[src/rtl/digit_uart_sequencer_pkg.sv]
// Shared definitions for the digit-to-UART sequencer: state encoding, the
// ASCII line terminators and a helper for the largest DIGITS-digit value.
// Optional feature macro: DIGIT_SEQ_CRLF_EN (adds the CR and LF states).
package digit_uart_sequencer_pkg;

  typedef enum logic [2:0] {
    ST_IDLE = 3'd0,
    ST_CONV = 3'd1,
    ST_SKIP = 3'd2,
    ST_LOAD = 3'd3,
    ST_SEND = 3'd4,
`ifdef DIGIT_SEQ_CRLF_EN
    ST_CR   = 3'd5,
    ST_LF   = 3'd6,
`endif
    ST_DONE = 3'd7
  } seqState_e;

  // Tells SEND which kind of byte it is currently handing over.
  typedef enum logic [1:0] {
    BYTE_DIGIT = 2'd0,
    BYTE_CR    = 2'd1,
    BYTE_LF    = 2'd2
  } byteKind_e;

  localparam logic [7:0] ASCII_CR = 8'h0D;
  localparam logic [7:0] ASCII_LF = 8'h0A;

  // Largest value representable with the given number of decimal digits.
  function automatic int unsigned maxValue(input int unsigned digits);
    int unsigned p;
    p = 1;
    for (int i = 0; i < int'(digits); i++) begin
      p = p * 10;
    end
    return p - 1;
  endfunction

endpackage

[src/rtl/digit_uart_sequencer_bin2bcd_iter.sv]
// Iterative double-dabble binary-to-BCD engine: one shift per cycle,
// exactly VAL_W cycles after start_i. done_o is high during the final
// shift cycle; bcd_o holds the finished result from the next cycle on
// and stays stable until the next start_i.
module bin2bcd_iter #(
  parameter int VAL_W  = 14,
  parameter int DIGITS = 4
) (
  input  logic                  clk,
  input  logic                  rst_n,
  input  logic                  start_i,
  input  logic [VAL_W-1:0]      value_i,
  output logic                  done_o,
  output logic [4*DIGITS-1:0]   bcd_o
);

  localparam int CNT_W = $clog2(VAL_W + 1);

  logic [VAL_W-1:0]    bin_q, bin_d;
  logic [4*DIGITS-1:0] bcd_q, bcd_d, bcdAdj;
  logic [CNT_W-1:0]    cnt_q, cnt_d;
  logic                active_q, active_d;

  // Add-3 correction on every nibble that would overflow past 9 when doubled.
  always_comb begin
    bcdAdj = bcd_q;
    for (int i = 0; i < DIGITS; i++) begin
      if (bcd_q[4*i +: 4] >= 4'd5) begin
        bcdAdj[4*i +: 4] = bcd_q[4*i +: 4] + 4'd3;
      end
    end
  end

  // Load on start, otherwise shift the corrected BCD and binary left once.
  always_comb begin
    bin_d    = bin_q;
    bcd_d    = bcd_q;
    cnt_d    = cnt_q;
    active_d = active_q;
    if (start_i) begin
      bin_d    = value_i;
      bcd_d    = '0;
      cnt_d    = CNT_W'(VAL_W);
      active_d = 1'b1;
    end else if (active_q) begin
      {bcd_d, bin_d} = {bcdAdj[4*DIGITS-2:0], bin_q, 1'b0};
      cnt_d          = cnt_q - CNT_W'(1);
      if (cnt_q == CNT_W'(1)) begin
        active_d = 1'b0;
      end
    end
  end

  // Engine registers, cleared by the asynchronous reset.
  always_ff @(posedge clk or negedge rst_n) begin
    if (!rst_n) begin
      bin_q    <= '0;
      bcd_q    <= '0;
      cnt_q    <= '0;
      active_q <= 1'b0;
    end else begin
      bin_q    <= bin_d;
      bcd_q    <= bcd_d;
      cnt_q    <= cnt_d;
      active_q <= active_d;
    end
  end

  assign done_o = active_q && (cnt_q == CNT_W'(1));
  assign bcd_o  = bcd_q;

endmodule

[src/rtl/digit_uart_sequencer.sv]
// Converts a binary value to DIGITS decimal digits and sends them MSB-first
// as ASCII bytes over a valid/ready handshake, driving an external
// digit-to-ASCII converter through dig_out/ascii_in.
// Optional feature macro: DIGIT_SEQ_CRLF_EN appends CR and LF bytes.
module digit_uart_sequencer
  import digit_uart_sequencer_pkg::*;
#(
  parameter int DIGITS      = 4,
  parameter int VAL_W       = 14,
  parameter int LZ_SUPPRESS = 1
) (
  input  logic             clk,
  input  logic             rst_n,
  input  logic             start,
  input  logic [VAL_W-1:0] value,
  output logic             busy,
  output logic             done,
  output logic [3:0]       dig_out,
  input  logic [7:0]       ascii_in,
  output logic [7:0]       tx_data,
  output logic             tx_valid,
  input  logic             tx_ready
);

  localparam int IDX_W = (DIGITS > 1) ? $clog2(DIGITS) : 1;
  localparam logic [VAL_W-1:0] MAX_VAL = VAL_W'(maxValue(DIGITS));

  seqState_e           state_q, state_d;
  logic [IDX_W-1:0]    idx_q, idx_d;
  logic [7:0]          txData_q, txData_d;
  logic                txValid_q, txValid_d;
  logic [3:0]          dig_q, dig_d;
`ifdef DIGIT_SEQ_CRLF_EN
  byteKind_e           kind_q, kind_d;
`endif

  logic                accept;
  logic [VAL_W-1:0]    satValue;
  logic                engDone;
  logic [4*DIGITS-1:0] bcdVal;
  logic [3:0]          curNibble;

  assign accept    = (state_q == ST_IDLE) && start;
  assign satValue  = (value > MAX_VAL) ? MAX_VAL : value;
  assign curNibble = bcdVal[{idx_q, 2'b00} +: 4];

  bin2bcd_iter #(
    .VAL_W  (VAL_W),
    .DIGITS (DIGITS)
  ) u_bin2bcd (
    .clk     (clk),
    .rst_n   (rst_n),
    .start_i (accept),
    .value_i (satValue),
    .done_o  (engDone),
    .bcd_o   (bcdVal)
  );

  // State and datapath registers; reset abandons any transfer at once.
  always_ff @(posedge clk or negedge rst_n) begin
    if (!rst_n) begin
      state_q   <= ST_IDLE;
      idx_q     <= '0;
      txData_q  <= 8'h00;
      txValid_q <= 1'b0;
      dig_q     <= 4'h0;
`ifdef DIGIT_SEQ_CRLF_EN
      kind_q    <= BYTE_DIGIT;
`endif
    end else begin
      state_q   <= state_d;
      idx_q     <= idx_d;
      txData_q  <= txData_d;
      txValid_q <= txValid_d;
      dig_q     <= dig_d;
`ifdef DIGIT_SEQ_CRLF_EN
      kind_q    <= kind_d;
`endif
    end
  end

  // Next-state and datapath updates for the sequencing FSM.
  always_comb begin
    state_d   = state_q;
    idx_d     = idx_q;
    txData_d  = txData_q;
    txValid_d = txValid_q;
    dig_d     = dig_q;
`ifdef DIGIT_SEQ_CRLF_EN
    kind_d    = kind_q;
`endif
    unique case (state_q)
      ST_IDLE: begin
        if (start) state_d = ST_CONV;
      end
      ST_CONV: begin
        if (engDone) begin
          idx_d   = IDX_W'(DIGITS - 1);
          state_d = ST_SKIP;
        end
      end
      ST_SKIP: begin
        if ((LZ_SUPPRESS != 0) && (idx_q != '0) && (curNibble == 4'h0)) begin
          idx_d = idx_q - IDX_W'(1);
        end else begin
          state_d = ST_LOAD;
        end
      end
      ST_LOAD: begin
        dig_d     = curNibble;
        txData_d  = ascii_in;
        txValid_d = 1'b1;
`ifdef DIGIT_SEQ_CRLF_EN
        kind_d    = BYTE_DIGIT;
`endif
        state_d   = ST_SEND;
      end
      ST_SEND: begin
        if (txValid_q && tx_ready) begin
          txValid_d = 1'b0;
`ifdef DIGIT_SEQ_CRLF_EN
          if (kind_q == BYTE_CR) begin
            state_d = ST_LF;
          end else if (kind_q == BYTE_LF) begin
            state_d = ST_DONE;
          end else if (idx_q == '0) begin
            state_d = ST_CR;
          end else begin
            idx_d   = idx_q - IDX_W'(1);
            state_d = ST_LOAD;
          end
`else
          if (idx_q == '0) begin
            state_d = ST_DONE;
          end else begin
            idx_d   = idx_q - IDX_W'(1);
            state_d = ST_LOAD;
          end
`endif
        end
      end
`ifdef DIGIT_SEQ_CRLF_EN
      ST_CR: begin
        txData_d  = ASCII_CR;
        txValid_d = 1'b1;
        kind_d    = BYTE_CR;
        state_d   = ST_SEND;
      end
      ST_LF: begin
        txData_d  = ASCII_LF;
        txValid_d = 1'b1;
        kind_d    = BYTE_LF;
        state_d   = ST_SEND;
      end
`endif
      ST_DONE: begin
        state_d = ST_IDLE;
      end
      default: begin
        state_d = ST_IDLE;
      end
    endcase
  end

  // Outputs decoded from the registered state; the digit is live in LOAD.
  always_comb begin
    busy     = (state_q != ST_IDLE);
    done     = (state_q == ST_DONE);
    dig_out  = (state_q == ST_LOAD) ? curNibble : dig_q;
    tx_data  = txData_q;
    tx_valid = txValid_q;
  end

endmodule

[config.mk]
export PLATFORM = sky130hd
export DESIGN_NAME = digit_uart_sequencer
export DESIGN_NICKNAME = d
export VERILOG_FILES = /design/src/rtl/digit_uart_sequencer_pkg.sv /design/src/rtl/digit_uart_sequencer_bin2bcd_iter.sv /design/src/rtl/digit_uart_sequencer.sv
export SDC_FILE = /design/constraint.sdc
export NUM_CORES = 1
export LEC_CHECK = 0
export ABC_CLOCK_PERIOD_IN_PS = 2300
export BUFFER_PORTS_ARGS = -buffer_cell sky130_fd_sc_hd__buf_4
export CAP_MARGIN = 20
export CORE_ASPECT_RATIO = 0.7
export CORE_MARGIN = 2
export CORE_UTILIZATION = 46
export DETAILED_ROUTE_END_ITERATION = 12
export GPL_TIMING_DRIVEN = 0
export PLACE_DENSITY_LB_ADDON = 0.12
export SYNTH_ARGS = -nofsm -noshare
export SYNTH_HDL_FRONTEND = slang
export SYNTH_SLANG_ARGS = --single-unit
[constraint.sdc]
create_clock -name clk -period 2.3 [get_ports clk]
set_input_delay 0.23 -clock clk [delete_from_list [all_inputs] [get_ports clk]]
set_output_delay 0.23 -clock clk [all_outputs]
set_load 0.05 [all_outputs]
==> results of run 1 <==
[power groups by stage]
stage,Sequential (mW),Combinational [mW],Clock (mW)
after floorplan,1.89,1.71,0
after global placement,1.69,2.47,0
after detailed placement,1.70,2.55,0
after CTS,1.68,2.56,0.690
after global routing,1.76,2.80,0.723
final,1.70,2.53,0.664
[logic make-up after synthesis]
| kind of cell | after synthesis | synth area share, % |
|---|---|---|
| fa+ha+maj | 11 | 4.824 |
| compound gates | 52 | 12.28 |
| mux | 41 | 16.62 |
| xor+xnor | 9 | 2.763 |
| simple gates | 72 | 12.63 |
| flops | 53 | 46.49 |
| buf+inv | 31 | 4.386 |
[layer usage]
metal  vias to the layer above  global-route usage [%]  part of all wire (%)
met5                         -                       0                     0
met4                         0                   7.407                   1.3
met3                         8                   3.904                   6.9
met2                        59                   27.02                    42
met1                      1019                   26.77                    50
li1                       1032                       -                     -
[flip-flops by register name (all words and copies together), names as in the netlist]
signal	cells
u_bin2bcd.bin_q	14
u_bin2bcd.active_q	1
u_bin2bcd.bcd_o	16
tx_valid	1
state_q	3
tx_data	8
idx_q	2
u_bin2bcd.cnt_q	4
dig_q	4
[synthesized netlist by cell type, types with 2 or more instances]
master,number
nand2_1,21
ha_1,11
xnor2_1,8
mux2i_1,26
a2bb2oi_1,7
inv_1,16
mux4_1,2
a21oi_1,15
or3_1,2
mux2_2,11
nand2b_1,9
nand3b_1,3
nor3b_1,3
o22ai_1,5
clkbuf_1,12
a211oi_1,2
o21ai_0,13
nor2_1,18
nand3_1,8
o211ai_1,2
dfrtp_1,53
[area by class of cell]
class	count	area [um^2]
flip-flops and latches	53	1326
clock buffers	7	86.33
fillers	553	2472
well taps	75	93.84
repair buffers	41	310.3
plain buffers	13	57.56
clock inverters	1	30.03
inverters	16	60.06
multi-input cells	185	1405
[final timing paths]
kind | slack [ns] | start | cells after the start | endpoint
worst max-delay path | 0.12 | idx_q[1] | 4 | dig_out[0]
max in group asynchronous | 1.36 | rst_n | 2 | u_bin2bcd.bcd_o[1]
min in group asynchronous | 0.49 | rst_n | 2 | tx_data[6]
worst min-delay path | 0.14 | ascii_in[6] | 2 | tx_data[6]
worst min register to register | 0.50 | dig_q[3] | 1 | dig_q[3]
worst max register to register | 0.23 | idx_q[0] | 7 | idx_q[1]
[metrics by stage]
| step | setup slack (ns) | TNS (ns) | hold WS, ns |
|---|---|---|---|
| floorplan | 0.2104 | 0 | -0.06559 |
| global placement | 0.07688 | 0 | 0.3196 |
| detailed placement | -0.01845 | -0.04208 | 0.3188 |
| CTS | 0.008679 | 0 | 0.1266 |
| global route | 0.04383 | 0 | 0.1274 |
| finish | 0.1220 | 0 | 0.1386 |
[worst max-delay path, cell delays in order (launching register included)]
cell and delay, ns:
dfrtp_1 0.36, buf_6 0.13, mux4_1 0.63, mux2_2 0.32, buf_4 0.19
[repair_timing]
| item | CTS | global route |
|---|---|---|
| buffers inserted | 0 | 0 |
| hold buffers | 1 | 0 |
| hold endpoints to repair | 53 | 0 |
| gates resized for setup | 1 | 2 |
| setup endpoints to repair | 4 | 4 |
==> impl_metrics.json, run 1 <==
{
  "hold_viol": 0,
  "drive_gt1_share_pct": 21.84,
  "avgSynthCellArea_um2": 10.60,
  "arrival_ns": 1.95,
  "post_dp_cell_area_um2": 3247,
  "fp.dieH_um": 69.89,
  "leakagePower_nw": 1.691,
  "clk_latency_ns": 0.31,
  "clkPwrFrac_pct": 13.6,
  "drt_first_iter_violations": 126,
  "max_slew_margin_pct": 53.44,
  "hpwl_mm": 4.157,
  "worst_slew_pin_slew_ns": 0.6985,
  "syn_nets": 306,
  "synth_edf_count": 0,
  "grt-ovfl-total": 0,
  "die_w_um": 98.13,
  "io_buffer_count": 40,
  "numCtsBuffers": 5,
  "dr.pass1.iters": 4,
  "fin_cells": 391,
  "ys_seq_elements": 53,
  "hold_class": "in -> reg",
  "yosysWarnings": 0,
  "area_growth_pct": 18.11,
  "yosysTopAreaCell": "dfrtp_1",
  "switching_power_mw": 2.095,
  "netlist_instances": 269,
  "pin_count": 41,
  "fmax_mhz": 459.1,
  "end_kind": "primary output",
  "seqPwrFrac_pct": 34.7,
  "synth-main-ff-cell": "dfrtp_1",
  "start_util_pct": 48.83,
  "diodes": 0,
  "switching_share_pct": 42.80,
  "total_power_mw": 4.894,
  "setup_viol": 0,
  "grt_pass1_wl_mm": 10.14,
  "p_comb_share_pct": 51.7,
  "cts-root-buf": "clkbuf_8",
  "rows": 23,
  "fin_crit_sh_pct": 94.69,
  "grt_max_degree": 54,
  "final_area_um2": 3369,
  "grt_usage_pct": 18.47,
  "cp.required_ns": 2.07,
  "cap_violations": 0,
  "ys_seq_area_share_pct": 46.49,
  "yosys-top-cells-area": "dfrtp_1 (46%), mux2i_1 (9.1%), ha_1 (4.8%), mux2_2 (4.3%), nand2_1 (2.8%)",
  "cts.clk_slew.worst_paths_ns": 0.09,
  "cts_buffer_depth": 2,
  "worstSetupStartpointType": "flop",
  "layout_commonest_cell": "dfrtp_1",
  "rsz0062_at_grt": "no",
  "place.gp.congestion": 0.8122,
  "ys_types": 43,
  "worstSetupPathType": "reg -> out",
  "wl_per_cell_um": 15.22,
  "netlist_area_um2": 2853,
  "min_period_ns": 2.178,
  "grt_pass1_vias": 2128,
  "async_flop_share_pct": 100.0,
  "vias": 2118,
  "crit_fanout": 6,
  "ir_drop_mv": 0.5239,
  "drc_errors": 0,
  "routed_wl_mm": 5.950,
  "core_um2": 5842,
  "antenna_found_initial": 0,
  "outcome": "complete, no violations",
  "post-route-util_pct": 57.68,
  "cts_tree": "yes",
  "finalClockSkew_ns": 0.004810,
  "ant_nets": 0,
  "dp.cells": 384,
  "nNetsFinal": 352,
  "htreeDepth": 2,
  "mostFrequentLayoutCells": "dfrtp_1 (53), buf_4 (40), mux2i_1 (26), nand2_1 (20), nor2_1 (18)",
  "powerDensity_nw_per_um2": 1453,
  "drv_slew": 0,
  "vias_per_cell": 5.417,
  "p_int_mw": 2.800,
  "clock-sinks": 53,
  "die_area_um2": 6857,
  "synth_top_area_share_pct": 46.49
}
Power figures use the tool's default switching activity.
==> inputs of run 2 (changes only) <==
--- a/config.mk
+++ b/config.mk
@@ -5,12 +5,12 @@
 export SDC_FILE = /design/constraint.sdc
 export NUM_CORES = 1
 export LEC_CHECK = 0
-export ABC_CLOCK_PERIOD_IN_PS = 2300
 export BUFFER_PORTS_ARGS = -buffer_cell sky130_fd_sc_hd__buf_4
 export CAP_MARGIN = 20
 export CORE_ASPECT_RATIO = 0.7
 export CORE_MARGIN = 2
 export CORE_UTILIZATION = 46
+export CTS_BUF_LIST = sky130_fd_sc_hd__clkbuf_4 sky130_fd_sc_hd__clkbuf_8 sky130_fd_sc_hd__clkbuf_16
 export DETAILED_ROUTE_END_ITERATION = 12
 export GPL_TIMING_DRIVEN = 0
 export PLACE_DENSITY_LB_ADDON = 0.12
==> run 2 against run 1 <==
Net effect: cell area up 0.11%; sequential share of layout area hardly changed; cell count stayed put; clock power rose by 2%; utilization rose by 0.064 points; critical path depth stayed put; setup slack got worse by 0.0056 ns; die area is the same; clock-buffer cell count unchanged; via count shrank 0.38%.
==> impl_metrics.json, run 2 (synthesis results as in run 1) <==
{
  "outcome": "complete, no violations",
  "htreeDepth": 2,
  "place.gp.congestion": 0.8122,
  "max_slew_margin_pct": 53.60,
  "grt_pass1_vias": 2126,
  "cts.clk_slew.worst_paths_ns": 0.10,
  "grt_max_degree": 54,
  "mostFrequentLayoutCells": "dfrtp_1 (53), buf_4 (40), mux2i_1 (26), nand2_1 (20), nor2_1 (18)",
  "drive_gt1_share_pct": 22.15,
  "cp.required_ns": 2.07,
  "regToRegSetupSlack_ns": 0.25,
  "finalClockSkew_ns": 0.004752,
  "fmax_mhz": 458.0,
  "holdCritStartpoint": "ascii_in[6]",
  "area_growth_pct": 18.25,
  "hold_class": "in -> reg",
  "setup_ws_ns": 0.1164,
  "ir_drop_mv": 0.5271,
  "clk_latency_ns": 0.31,
  "hpwl_mm": 4.157,
  "post_dp_cell_area_um2": 3247,
  "cp-startpoint": "idx_q[1]",
  "crit_fanout": 6,
  "die_area_um2": 6857,
  "dr.max_layer_used": "met4",
  "rsz0062_at_grt": "no",
  "vias_per_cell": 5.396,
  "cts_tree": "yes",
  "min_period_ns": 2.184,
  "met1_length_mm": 2.930,
  "start_util_pct": 48.83,
  "worstSetupStartpointType": "flop",
  "fin_cells": 391,
  "largest_reg_flops": 16,
  "layout_commonest_cell": "dfrtp_1",
  "drc_errors": 0,
  "arrival_ns": 1.95,
  "hold_ws_ns": 0.1369,
  "diodes": 0,
  "numCtsBuffers": 5,
  "io_buffer_count": 40,
  "grt_usage_pct": 18.36,
  "worstSetupPathType": "reg -> out",
  "finalSetupTns_ns": 0,
  "cts-root-buf": "clkbuf_8",
  "cts_buffer_depth": 2,
  "vias": 2110,
  "end_kind": "primary output",
  "ant_nets": 0,
  "r2r_start": "idx_q[0]",
  "dr_wl_met2_mm": 2.531,
  "grt_pass1_wl_mm": 10.08,
  "fin_crit_sh_pct": 94.94,
  "dr.pass1.iters": 4,
  "leakagePower_nw": 1.694,
  "cap_violations": 0,
  "dr_wl_met3_um": 360,
  "grt-ovfl-total": 0,
  "dp.cells": 384,
  "antenna_found_initial": 0,
  "pin_count": 41,
  "final_area_um2": 3373,
  "routed_wl_mm": 5.900,
  "rows": 23,
  "place_ws_ns": -0.01845,
  "powerDensity_nw_per_um2": 1454,
  "drv_slew": 0,
  "wl_per_cell_um": 15.09,
  "clock-sinks": 53,
  "nNetsFinal": 352,
  "setup_viol": 0,
  "drt_first_iter_violations": 132,
  "fp.dieH_um": 69.89,
  "worst_slew_pin_slew_ns": 0.6960,
  "core_um2": 5842,
  "hold_viol": 0,
  "die_w_um": 98.13
}
-- run 2: cell counts in the layout (fill, tap and decap cells not counted) --
Identical to the previous run, type by type.
-- run 2: layout make-up --
class,instances,area [um^2]
buffer,13,57.56
timing repair buffer,41,310.3
multi-input combinational,185,1405
clock inverter,1,30.03
fill,549,2469
inverter,16,60.06
sequential,53,1326
tap,75,93.84
clock buffer,7,90.09
-- run 2: what timing repair did --
item                                   in CTS  in global routing
endpoints found under the hold margin      53                  0
setup endpoints to repair                   4                  4
hold buffers                                1                  0
resized for setup                           1                  2
gates cloned                                0                  0
buffers inserted                            0                  0
-- run 2: final timing paths --
kind	endpoint	cells after the start
worst max-delay path	dig_out[0]	4
worst min-delay path	tx_data[6]	2
worst max register to register	idx_q[1]	7
worst min register to register	dig_q[3]	1
max in group asynchronous	u_bin2bcd.bcd_o[1]	2
min in group asynchronous	tx_data[6]	2
-- run 2: metal layers --
metal	track usage, %	vias to the layer above
li1	-	1032
met1	26.71	1016
met2	26.71	54
met3	3.904	8
met4	7.407	0
met5	0	-
-- run 2: per-stage QoR --
stage	power [mW]	util, %
2_1_floorplan	3.600	-
5_1_grt	5.288	57.74
3_5_place_dp	4.246	55.58
4_1_cts	4.941	57.79
6_report	4.905	57.74
3_3_place_gp	4.161	55.58
-- run 2: report_power, final --
part           switching, mW  internal (mW)  leakage (nW)
combinational           1.44           1.09         0.988
sequential             0.339           1.36         0.644
clock                  0.311          0.367        0.0619
total                   2.09           2.81          1.69
-- run 2: critical path, cell delays in order, from the launching register on --
cell     delay, ns
dfrtp_1       0.36
buf_6         0.13
mux4_1        0.64
mux2_2        0.32
buf_4         0.19
